[src/rtl/count_monitor.sv]
// count_monitor
//   Samples a free-running ripple-counter value from another timing domain,
//   accepts a value only after it has settled for two consecutive samples,
//   and reports updates, wraps, a match value, skipped counts and a
//   saturating wrap tally.
//
// Ports
//   clk         in   sampling clock, rising edge
//   rst         in   synchronous reset, active low
//   cnt_in      in   [WIDTH-1:0] raw, possibly mid-ripple counter value
//   clr         in   clears wrap_count, ovf, err_skip
//   cnt_sync    out  [WIDTH-1:0] settled clk-domain copy of cnt_in
//   upd_pulse   out  one-cycle strobe, cnt_sync changed
//   wrap_pulse  out  one-cycle strobe, cnt_sync stepped all-ones -> 0
//   match_pulse out  one-cycle strobe, cnt_sync became MATCH
//   wrap_count  out  [7:0] saturating number of wraps
//   ovf         out  sticky, wrap occurred while wrap_count saturated
//   err_skip    out  sticky, an update was not old+1
module count_monitor #(
  parameter int unsigned       WIDTH = 4,
  parameter logic [WIDTH-1:0]  MATCH = 4'hA
) (
  input  logic             clk,
  input  logic             rst,
  input  logic [WIDTH-1:0] cnt_in,
  input  logic             clr,
  output logic [WIDTH-1:0] cnt_sync,
  output logic             upd_pulse,
  output logic             wrap_pulse,
  output logic             match_pulse,
  output logic [7:0]       wrap_count,
  output logic             ovf,
  output logic             err_skip
);

  typedef enum logic {INIT, RUN} state_t;

  state_t           state, state_nxt;
  logic [WIDTH-1:0] s1, s2, s3;
  logic [2:0]       fill;
  logic             accept;
  logic [WIDTH-1:0] sync_nxt;
  logic             upd_nxt, wrap_nxt, match_nxt, skip_ev;

  // The pipeline is zeroed by reset, so s2 == s3 holds trivially until real
  // samples have reached s3; fill tracks that so INIT never loads the reset
  // zeros instead of the first genuine settled value.
  assign accept = (s2 == s3) && fill[2];

  always_ff @(posedge clk) begin
    if (!rst) begin
      s1   <= '0;
      s2   <= '0;
      s3   <= '0;
      fill <= '0;
    end else begin
      s1   <= cnt_in;
      s2   <= s1;
      s3   <= s2;
      fill <= {fill[1:0], 1'b1};
    end
  end

  always_ff @(posedge clk) begin
    if (!rst) begin
      state <= INIT;
    end else begin
      state <= state_nxt;
    end
  end

  always_comb begin
    state_nxt = state;
    sync_nxt  = cnt_sync;
    upd_nxt   = 1'b0;
    wrap_nxt  = 1'b0;
    match_nxt = 1'b0;
    skip_ev   = 1'b0;
    case (state)
      INIT: begin
        if (accept) begin
          sync_nxt  = s3;
          state_nxt = RUN;
        end
      end
      RUN: begin
        if (accept && (s3 != cnt_sync)) begin
          sync_nxt  = s3;
          upd_nxt   = 1'b1;
          wrap_nxt  = (cnt_sync == '1) && (s3 == '0);
          match_nxt = (s3 == MATCH);
          skip_ev   = (s3 != WIDTH'(cnt_sync + 1'b1));
        end
      end
      default: state_nxt = INIT;
    endcase
  end

  // Pulses are registered alongside cnt_sync so they coincide with the
  // cycle in which the new value is visible.
  always_ff @(posedge clk) begin
    if (!rst) begin
      cnt_sync    <= '0;
      upd_pulse   <= 1'b0;
      wrap_pulse  <= 1'b0;
      match_pulse <= 1'b0;
    end else begin
      cnt_sync    <= sync_nxt;
      upd_pulse   <= upd_nxt;
      wrap_pulse  <= wrap_nxt;
      match_pulse <= match_nxt;
    end
  end

  always_ff @(posedge clk) begin
    if (!rst) begin
      wrap_count <= '0;
      ovf        <= 1'b0;
      err_skip   <= 1'b0;
    end else if (clr) begin
      wrap_count <= '0;
      ovf        <= 1'b0;
      err_skip   <= 1'b0;
    end else begin
      if (wrap_nxt) begin
        if (wrap_count == 8'hFF) begin
          ovf <= 1'b1;
        end else begin
          wrap_count <= wrap_count + 8'd1;
        end
      end
      if (skip_ev) begin
        err_skip <= 1'b1;
      end
    end
  end

endmodule

[config.mk]
export PLATFORM = sky130hd
export DESIGN_NAME = count_monitor
export DESIGN_NICKNAME = d
export VERILOG_FILES = /design/src/rtl/count_monitor.sv
export SDC_FILE = /design/constraint.sdc
export NUM_CORES = 1
export LEC_CHECK = 0
export ABC_AREA = 1
export CAP_MARGIN = 0
export CORE_ASPECT_RATIO = 0.9
export CORE_UTILIZATION = 56
export CTS_BUF_LIST = sky130_fd_sc_hd__clkbuf_8 sky130_fd_sc_hd__clkbuf_16
export DETAILED_ROUTE_END_ITERATION = 16
export GPL_ROUTABILITY_DRIVEN = 0
export GPL_TIMING_DRIVEN = 1
export PLACE_DENSITY = 0.83
export SLEW_MARGIN = 40
export SYNTH_ARGS = -nofsm -noshare
export SYNTH_HDL_FRONTEND = slang
export SYNTH_SLANG_ARGS = --single-unit
[constraint.sdc]
create_clock -name clk -period 3.9 [get_ports clk]
set_input_delay 0.78 -clock clk [delete_from_list [all_inputs] [get_ports clk]]
set_output_delay 0.78 -clock clk [all_outputs]
set_load 0.03 [all_outputs]
==> results.json, run 1 <==
{
  "yosysTopAreaCell": "dfxtp_1",
  "cp_num_buf_inv": 1,
  "die_w_um": 56.1,
  "cts_setup_buffers": 0,
  "synth_top_area_share_pct": 44.8,
  "insertion_delay_ns": 0.29,
  "start_kind": "flop",
  "synth_nets": 216,
  "routedWlPerCell_um": 10.9,
  "fin_ws_ns": 1.69,
  "synth.distinct_cells": 26,
  "synth_seq_cells": 33,
  "cts_hold_buffers": 0,
  "drive_gt1_share_pct": 10.1,
  "worst-endpoint-arrival_ns": 1.43,
  "routed_wl_mm": 2.88,
  "grt_pass1_wl_mm": 4.99,
  "cts_sinks": 33,
  "fin_cells": 265,
  "fin_crit_ns": 2.21,
  "combinationalPowerShare_pct": 7.0,
  "hold_viol_final": 0,
  "internal_power_uw": 574,
  "synthTopCellsByArea": "dfxtp_1, nand2_1, inv_1",
  "yosysWarnings": 0,
  "avgSynthCellArea_um2": 7.12,
  "finClkSkew_ns": 0.00722,
  "slew_viol_final": 0,
  "dp.cells": 257,
  "nets": 245,
  "setup_tns_ns": 0,
  "drt_iter0_drc": 43,
  "postRouteAntennaNets": 0,
  "cts-root-buf": "clkbuf_8",
  "p_switching_uw": 162,
  "mappedNetlistArea_um2": 1470,
  "cts_resized": 0,
  "h-tree-depth": 2,
  "path_clk_slew_ns": 0.07,
  "hp-class": "flop to flop",
  "fmax_mhz": 452,
  "cp_top_family": "buffers and inverters",
  "critPathKind": "flop to output port",
  "cts_tree": "built",
  "cpPeakStageDelay_ns": 0.71,
  "setup_violations": 0,
  "start_util_pct": 59.7,
  "post-place-ws_ns": 1.57,
  "cap_violations": 0,
  "drtPass1Iterations": 4,
  "fp-row-count": 17,
  "p_leak_nw": 0.899,
  "track_usage_pct": 23.4,
  "drc_errors": 0,
  "tightestPinTransition_ns": 0.538,
  "seqPwrFrac_pct": 47.9,
  "status": "finished, final reports clean",
  "relSlewSlack_pct": 64.0,
  "fin_util_pct": 75.4,
  "rsz0062_at_grt": "false",
  "area_delta_synth_final_pct": 26.1,
  "cts_made_buffers": 5,
  "layout_commonest_cell": "nand2_1",
  "final_cell_mix": "nand2_1, inv_1, dfxtp_1",
  "cts_buffer_depth": 2,
  "grt_overflow": 0,
  "antenna_found_initial": 0,
  "synth_cells": 207,
  "io_pins": 24,
  "finalCritPeriodShare_pct": 56.7,
  "crit_path_cell_trace": "clkdlybuf4s50_1",
  "ir_drop_uv": 380,
  "portBuffers": 23,
  "pwr-share-clk_pct": 45.1,
  "dieArea_um2": 2840,
  "yosysSeqAreaShare_pct": 44.8,
  "grt_start_max_net_pins": 22,
  "vias": 1282,
  "power_switching_share_pct": 22.1,
  "endpoint_kind": "output port",
  "dp_hpwl_mm": 2.05,
  "die_h_um": 50.7,
  "coreArea_um2": 2470,
  "grt_pass1_vias": 1225,
  "powerDensity_nw_per_um2": 396,
  "cp_slowest_cell": "clkdlybuf4s50_1",
  "crit_required_ns": 3.12,
  "worstPathMaxFanout": 6,
  "antenna_cells": 0,
  "avgViaCountPerCell": 4.84
}
## sequential cells by signal, indices dropped and copies added, names as in the netlist
signal / count
wrap_count: 8
cnt_sync: 4
s1: 4
s2: 4
s3: 4
fill: 3
err_skip: 1
match_pulse: 1
ovf: 1
state: 1
upd_pulse: 1
wrap_pulse: 1
## cell usage after synthesis, drive strengths merged
master and n:
clkbuf 2, xor2 3, a21oi 6, o21ai 7, nor2 31, inv 44
o21a 3, ha 2, dfxtp 33, nand2 57, xnor2 1, nand3 10
clkinv 1, nand4 5, nor3 2
## power by group through the flow
stage          sequential, mW  combinational, mW  clock [mW]
2_1_floorplan           0.362             0.0315           0
3_3_place_gp            0.359             0.0492           0
3_5_place_dp            0.360             0.0510           0
4_1_cts                 0.352             0.0518       0.340
5_1_grt                 0.353             0.0581       0.352
6_report                0.352             0.0517       0.332
## metrics by stage
step	power [mW]	cell area [um2]	hold slack, ns
after floorplan	0.393	1470	0.390
after global placement	0.409	1740	0.395
after detailed placement	0.411	1740	0.398
after CTS	0.744	1860	0.412
after global routing	0.763	1860	0.434
final	0.736	1860	0.408
## layer usage
metal  wire, um  GRT usage [%]  vias to the layer above
met5          0              0                        -
met1       1320           26.1                      564
met2       1390           40.1                       32
met4         63           15.0                        0
met3        109           5.93                        7
li1           -              -                      679
## cell type report
type | count | area [um2]
fill | 181 | 608
clock inverter | 2 | 37.5
clock buffer | 6 | 82.6
inverter | 45 | 173
timing repair buffer | 24 | 238
tap | 28 | 35.0
multi-input combinational | 127 | 633
sequential | 33 | 661
## cell families (layout without fill, tap and decap cells)
family                   Yosys count  in the layout  share of synthesized area, %
AO/OA/AOI/OAI                     16             16                          6.20
XOR/XNOR                           4              4                          2.38
adder cells (fa/ha/maj)            2              2                          1.70
buffers and inverters             47             77                          12.2
flip-flops                        33             33                          44.8
AND/OR/NAND/NOR                  105            105                          32.7
## final timing paths
kind / from / endpoint / slack (ns) / cells after the start
max: cnt_sync[1]$_SDFFE_PN0P_ / cnt_sync[1] / 1.69 / 1
min: fill[1]$_SDFF_PN0_ / fill[2]$_SDFF_PN0_ / 0.41 / 2
max reg2reg: cnt_sync[1]$_SDFFE_PN0P_ / wrap_count[1]$_SDFFE_PP0P_ / 2.18 / 9
min reg2reg: fill[1]$_SDFF_PN0_ / fill[2]$_SDFF_PN0_ / 0.41 / 2
(Power assumes the default switching activity.)
==> inputs of run 2 (changes only) <==
--- a/config.mk
+++ b/config.mk
@@ -8,12 +8,12 @@
 export ABC_AREA = 1
 export CAP_MARGIN = 0
 export CORE_ASPECT_RATIO = 0.9
-export CORE_UTILIZATION = 56
+export CORE_UTILIZATION = 47
 export CTS_BUF_LIST = sky130_fd_sc_hd__clkbuf_8 sky130_fd_sc_hd__clkbuf_16
 export DETAILED_ROUTE_END_ITERATION = 16
 export GPL_ROUTABILITY_DRIVEN = 0
 export GPL_TIMING_DRIVEN = 1
-export PLACE_DENSITY = 0.83
+export PLACE_DENSITY = 0.74
 export SLEW_MARGIN = 40
 export SYNTH_ARGS = -nofsm -noshare
 export SYNTH_HDL_FRONTEND = slang
==> constraint.sdc (replaced) <==
create_clock -name clk -period 2 [get_ports clk]
set_input_delay 0.4 -clock clk [delete_from_list [all_inputs] [get_ports clk]]
set_output_delay 0.4 -clock clk [all_outputs]
set_load 0.03 [all_outputs]
==> results.json, run 2 (synthesis results as in run 1) <==
{
  "dieArea_um2": 3360,
  "drive_gt1_share_pct": 10.5,
  "tightestPinTransition_ns": 0.347,
  "nets": 246,
  "relSlewSlack_pct": 76.8,
  "hold_viol_final": 0,
  "routedWlPerCell_um": 9.67,
  "cts_hold_buffers": 0,
  "seqPwrFrac_pct": 47.8,
  "largest_reg_flops": 8,
  "hp-class": "flop to flop",
  "cts_setup_buffers": 0,
  "fin_util_pct": 65.8,
  "cts-root-buf": "clkbuf_8",
  "cts_resized": 0,
  "setup_violations": 0,
  "fin_crit_ns": 1.80,
  "crit_path_cell_trace": "clkdlybuf4s50_1",
  "fmax_mhz": 556,
  "drtPass1Iterations": 6,
  "h-tree-depth": 2,
  "vias": 1244,
  "cp_num_buf_inv": 1,
  "drt_iter0_drc": 41,
  "grt_start_max_net_pins": 21,
  "grt_pass1_vias": 1096,
  "internal_power_mw": 1.12,
  "area_delta_synth_final_pct": 27.7,
  "p_switching_uw": 314,
  "cts_tree": "built",
  "coreArea_um2": 2860,
  "portBuffers": 23,
  "antenna_cells": 0,
  "cts_made_buffers": 5,
  "cp_slowest_cell": "clkdlybuf4s50_1",
  "rsz0062_at_grt": "false",
  "routed_wl_mm": 2.69,
  "worstPathMaxFanout": 5,
  "crit_required_ns": 1.60,
  "grt_pass1_wl_mm": 4.54,
  "die_h_um": 55.1,
  "cts_buffer_depth": 2,
  "regMostFlops": "wrap_count",
  "final.fill_count": 260,
  "cpPeakStageDelay_ns": 0.70,
  "combinationalPowerShare_pct": 6.9,
  "finClkSkew_ns": 0.00661,
  "dp_hpwl_mm": 1.97,
  "path_clk_slew_ns": 0.07,
  "die_w_um": 61.0,
  "layout_commonest_cell": "nand2_1",
  "cap_violations": 0,
  "worst-endpoint-arrival_ns": 1.40,
  "fin_total_pwr_mw": 1.43,
  "drc_errors": 0,
  "pwr-share-clk_pct": 45.3,
  "p_leak_nw": 0.904,
  "critPathKind": "flop to output port",
  "io_pins": 24,
  "start_kind": "flop",
  "powerDensity_nw_per_um2": 762,
  "insertion_delay_ns": 0.28,
  "ir_drop_uv": 499,
  "status": "finished, final reports clean",
  "endpoint_kind": "output port",
  "postRouteAntennaNets": 0,
  "setup_tns_ns": 0,
  "slew_viol_final": 0,
  "final_cell_mix": "nand2_1, inv_1, dfxtp_1",
  "finalCritPeriodShare_pct": 90.0,
  "track_usage_pct": 19.2,
  "start_util_pct": 51.5,
  "cts_sinks": 33,
  "cp_top_family": "buffers and inverters",
  "antenna_found_initial": 0,
  "avgViaCountPerCell": 4.47,
  "grt_overflow": 0,
  "fp-row-count": 18,
  "power_switching_share_pct": 21.9
}
[run 2: power by group through the flow]
stage	clock network, mW	registers (mW)	logic (mW)
5_1_grt	0.700	0.688	0.112
3_3_place_gp	0	0.701	0.0991
2_1_floorplan	0	0.706	0.0615
4_1_cts	0.665	0.686	0.0998
3_5_place_dp	0	0.701	0.0994
6_report	0.649	0.686	0.0991
[run 2: cell type report]
class / instances / area [um2] / share of cell area (%)
flip-flops and latches: 33 / 661 / 35.1
well taps: 40 / 50.0 / 2.66
clock buffers: 6 / 82.6 / 4.39
clock inverters: 2 / 37.5 / 1.99
inverters: 45 / 173 / 9.18
multi-input cells: 127 / 633 / 33.6
repair buffers: 25 / 245 / 13.0
[run 2: final timing paths]
kind                                              endpoint  cells after the start                        from  slack, ns
worst min register to register            s2[2]$_SDFF_PN0_                      2            s1[2]$_SDFF_PN0_       0.41
worst max register to register  wrap_count[1]$_SDFFE_PP0P_                     12  wrap_count[0]$_SDFFE_PP0P_       0.35
worst min-delay path                      s2[2]$_SDFF_PN0_                      2            s1[2]$_SDFF_PN0_       0.41
worst max-delay path                           cnt_sync[0]                      1    cnt_sync[0]$_SDFFE_PN0P_       0.20
[run 2: stage by stage]
| step | hold WS, ns | worst slack (ns) | std cells | cell area [um2] |
|---|---|---|---|---|
| 2_1_floorplan | 0.390 | 0.284 | 207 | 1470 |
| 3_3_place_gp | 0.392 | 0.416 | 270 | 1760 |
| 3_5_place_dp | 0.398 | 0.374 | 270 | 1760 |
| 4_1_cts | 0.414 | 0.188 | 278 | 1880 |
| 5_1_grt | 0.430 | 0.143 | 278 | 1880 |
| 6_report | 0.412 | 0.201 | 278 | 1880 |
[run 2: per-layer routing]
layer  wire [um]  track usage, %  up-vias
li1            -               -      681
met1        1360            23.6      529
met2        1190            29.3       29
met3          97            6.74        5
met4          39            10.6        0
met5           0               0        -
==> inputs of run 3 (changes only) <==
--- a/config.mk
+++ b/config.mk
@@ -8,12 +8,11 @@
 export ABC_AREA = 1
 export CAP_MARGIN = 0
 export CORE_ASPECT_RATIO = 0.9
-export CORE_UTILIZATION = 47
+export CORE_UTILIZATION = 28
 export CTS_BUF_LIST = sky130_fd_sc_hd__clkbuf_8 sky130_fd_sc_hd__clkbuf_16
 export DETAILED_ROUTE_END_ITERATION = 16
 export GPL_ROUTABILITY_DRIVEN = 0
 export GPL_TIMING_DRIVEN = 1
-export PLACE_DENSITY = 0.74
 export SLEW_MARGIN = 40
 export SYNTH_ARGS = -nofsm -noshare
 export SYNTH_HDL_FRONTEND = slang
==> results.json, run 3 (synthesis results as in run 1) <==
{
  "dp_hpwl_mm": 2.19,
  "grt_pass1_wl_mm": 5.20,
  "fin_ws_ns": 0.206,
  "r2r-end": "wrap_count[5]$_SDFFE_PP0P_",
  "vias": 1242,
  "fin_crit_ns": 1.79,
  "die_w_um": 78.5,
  "setup_tns_ns": 0,
  "cp_slowest_cell": "clkdlybuf4s50_1",
  "drive_gt1_share_pct": 10.5,
  "track_usage_pct": 12.4,
  "combinationalPowerShare_pct": 7.0,
  "cts_setup_buffers": 0,
  "setup_violations": 0,
  "dieArea_um2": 5560,
  "hp-class": "flop to flop",
  "post-place-ws_ns": 0.355,
  "cts_hold_buffers": 0,
  "cts_sinks": 33,
  "worstPathMaxFanout": 6,
  "regMostFlops": "wrap_count",
  "cap_violations": 0,
  "routedWlPerCell_um": 9.47,
  "path_clk_slew_ns": 0.07,
  "cts_resized": 0,
  "internal_power_mw": 1.12,
  "cpPeakStageDelay_ns": 0.70,
  "slew_viol_final": 0,
  "routed_wl_mm": 2.87,
  "postRouteAntennaNets": 0,
  "min_to": "fill[1]$_SDFF_PN0_",
  "crit_required_ns": 1.60,
  "endpoint_kind": "output port",
  "drt_iter0_drc": 69,
  "io_pins": 24,
  "status": "finished, final reports clean",
  "powerDensity_nw_per_um2": 752,
  "rsz0062_at_grt": "false",
  "layout_commonest_cell": "nand2_1",
  "grt_overflow": 0,
  "worst-endpoint-arrival_ns": 1.39,
  "tightestPinTransition_ns": 0.323,
  "seqPwrFrac_pct": 47.7,
  "relSlewSlack_pct": 78.4,
  "worst-path-stages": 1,
  "cts_buffer_depth": 2,
  "drc_errors": 0,
  "grt_start_max_net_pins": 21,
  "nets": 246,
  "start_kind": "flop",
  "fp-row-count": 24,
  "hold_viol_final": 0,
  "whs_path_depth": 2,
  "finClkSkew_ns": 0.00397,
  "portBuffers": 23,
  "worstHoldStart": "fill[0]$_DFF_P_",
  "start_util_pct": 29.7,
  "dp.cells": 295,
  "antenna_found_initial": 0,
  "p_switching_uw": 319,
  "drtPass1Iterations": 4,
  "r2r_cells": 8,
  "cp_top_family": "buffers and inverters",
  "cp_num_buf_inv": 1,
  "fmax_mhz": 557,
  "ir_drop_uv": 454,
  "avgViaCountPerCell": 4.10,
  "area_delta_synth_final_pct": 29.8,
  "p_leak_nw": 0.904,
  "pwr-share-clk_pct": 45.4,
  "power_switching_share_pct": 22.2,
  "largest_reg_flops": 8,
  "insertion_delay_ns": 0.28,
  "critPathKind": "flop to output port",
  "cts-root-buf": "clkbuf_8",
  "grt_pass1_vias": 1193,
  "final_cell_mix": "nand2_1, inv_1, dfxtp_1",
  "cts_made_buffers": 5,
  "antenna_cells": 0,
  "coreArea_um2": 4950,
  "fin_cells": 303,
  "h-tree-depth": 2,
  "worst_r2r_startpoint": "cnt_sync[1]$_SDFFE_PN0P_",
  "r2r_slack_ns": 0.35,
  "cts_tree": "built",
  "finalCritPeriodShare_pct": 89.7,
  "die_h_um": 70.8,
  "crit_path_cell_trace": "clkdlybuf4s50_1"
}
==> run 3: layout make-up <==
class,instances,area [um2]
multi-input cells,127,633
fillers,525,3040
inverters,45,173
clock inverters,2,37.5
flip-flops and latches,33,661
clock buffers,6,82.6
repair buffers,25,245
well taps,65,81.3
==> run 3: per-stage QoR <==
step           util (%)  power [mW]  hold slack (ns)  instance area, um2
2_1_floorplan         -       0.767            0.390                1470
3_3_place_gp       36.2       0.801            0.392                1790
3_5_place_dp       36.2       0.803            0.398                1790
4_1_cts            38.6        1.46            0.416                1910
5_1_grt            38.6        1.52            0.432                1910
6_report           38.6        1.44            0.412                1910
==> run 3: power by group through the flow <==
stage / combinational, mW / sequential, mW / clock (mW)
after global routing: 0.114 / 0.689 / 0.715
after global placement: 0.100 / 0.701 / 0
final: 0.100 / 0.686 / 0.653
after floorplan: 0.0615 / 0.706 / 0
after detailed placement: 0.101 / 0.702 / 0
after CTS: 0.102 / 0.686 / 0.676
==> run 3: how the worst max path moves through the flow <==
| stage | start | endpoint |
|---|---|---|
| detailed placement | cnt_sync[1]$_SDFFE_PN0P_ | wrap_count[3]$_SDFFE_PP0P_ |
| floorplan | cnt_sync[1]$_SDFFE_PN0P_ | wrap_count[2]$_SDFFE_PP0P_ |
| CTS | cnt_sync[0]$_SDFFE_PN0P_ | cnt_sync[0] |
| global placement | cnt_sync[0]$_SDFFE_PN0P_ | wrap_count[3]$_SDFFE_PP0P_ |
| finish | cnt_sync[1]$_SDFFE_PN0P_ | cnt_sync[1] |
| global route | cnt_sync[1]$_SDFFE_PN0P_ | wrap_count[3]$_SDFFE_PP0P_ |
==> run 3: layer usage <==
layer	GRT usage, %	part of all wire (%)
met5	0	0
met4	7.41	1.5
met3	3.74	5.3
met2	18.3	41
met1	15.9	52
==> run 3: worst register-to-register path: cells and delay by family, from the launching register on <==
kind / cells / cell delay, ns
DFF: 1 / 0.41
and+or+nand+nor: 7 / 0.91
adders and majority gates: 1 / 0.23
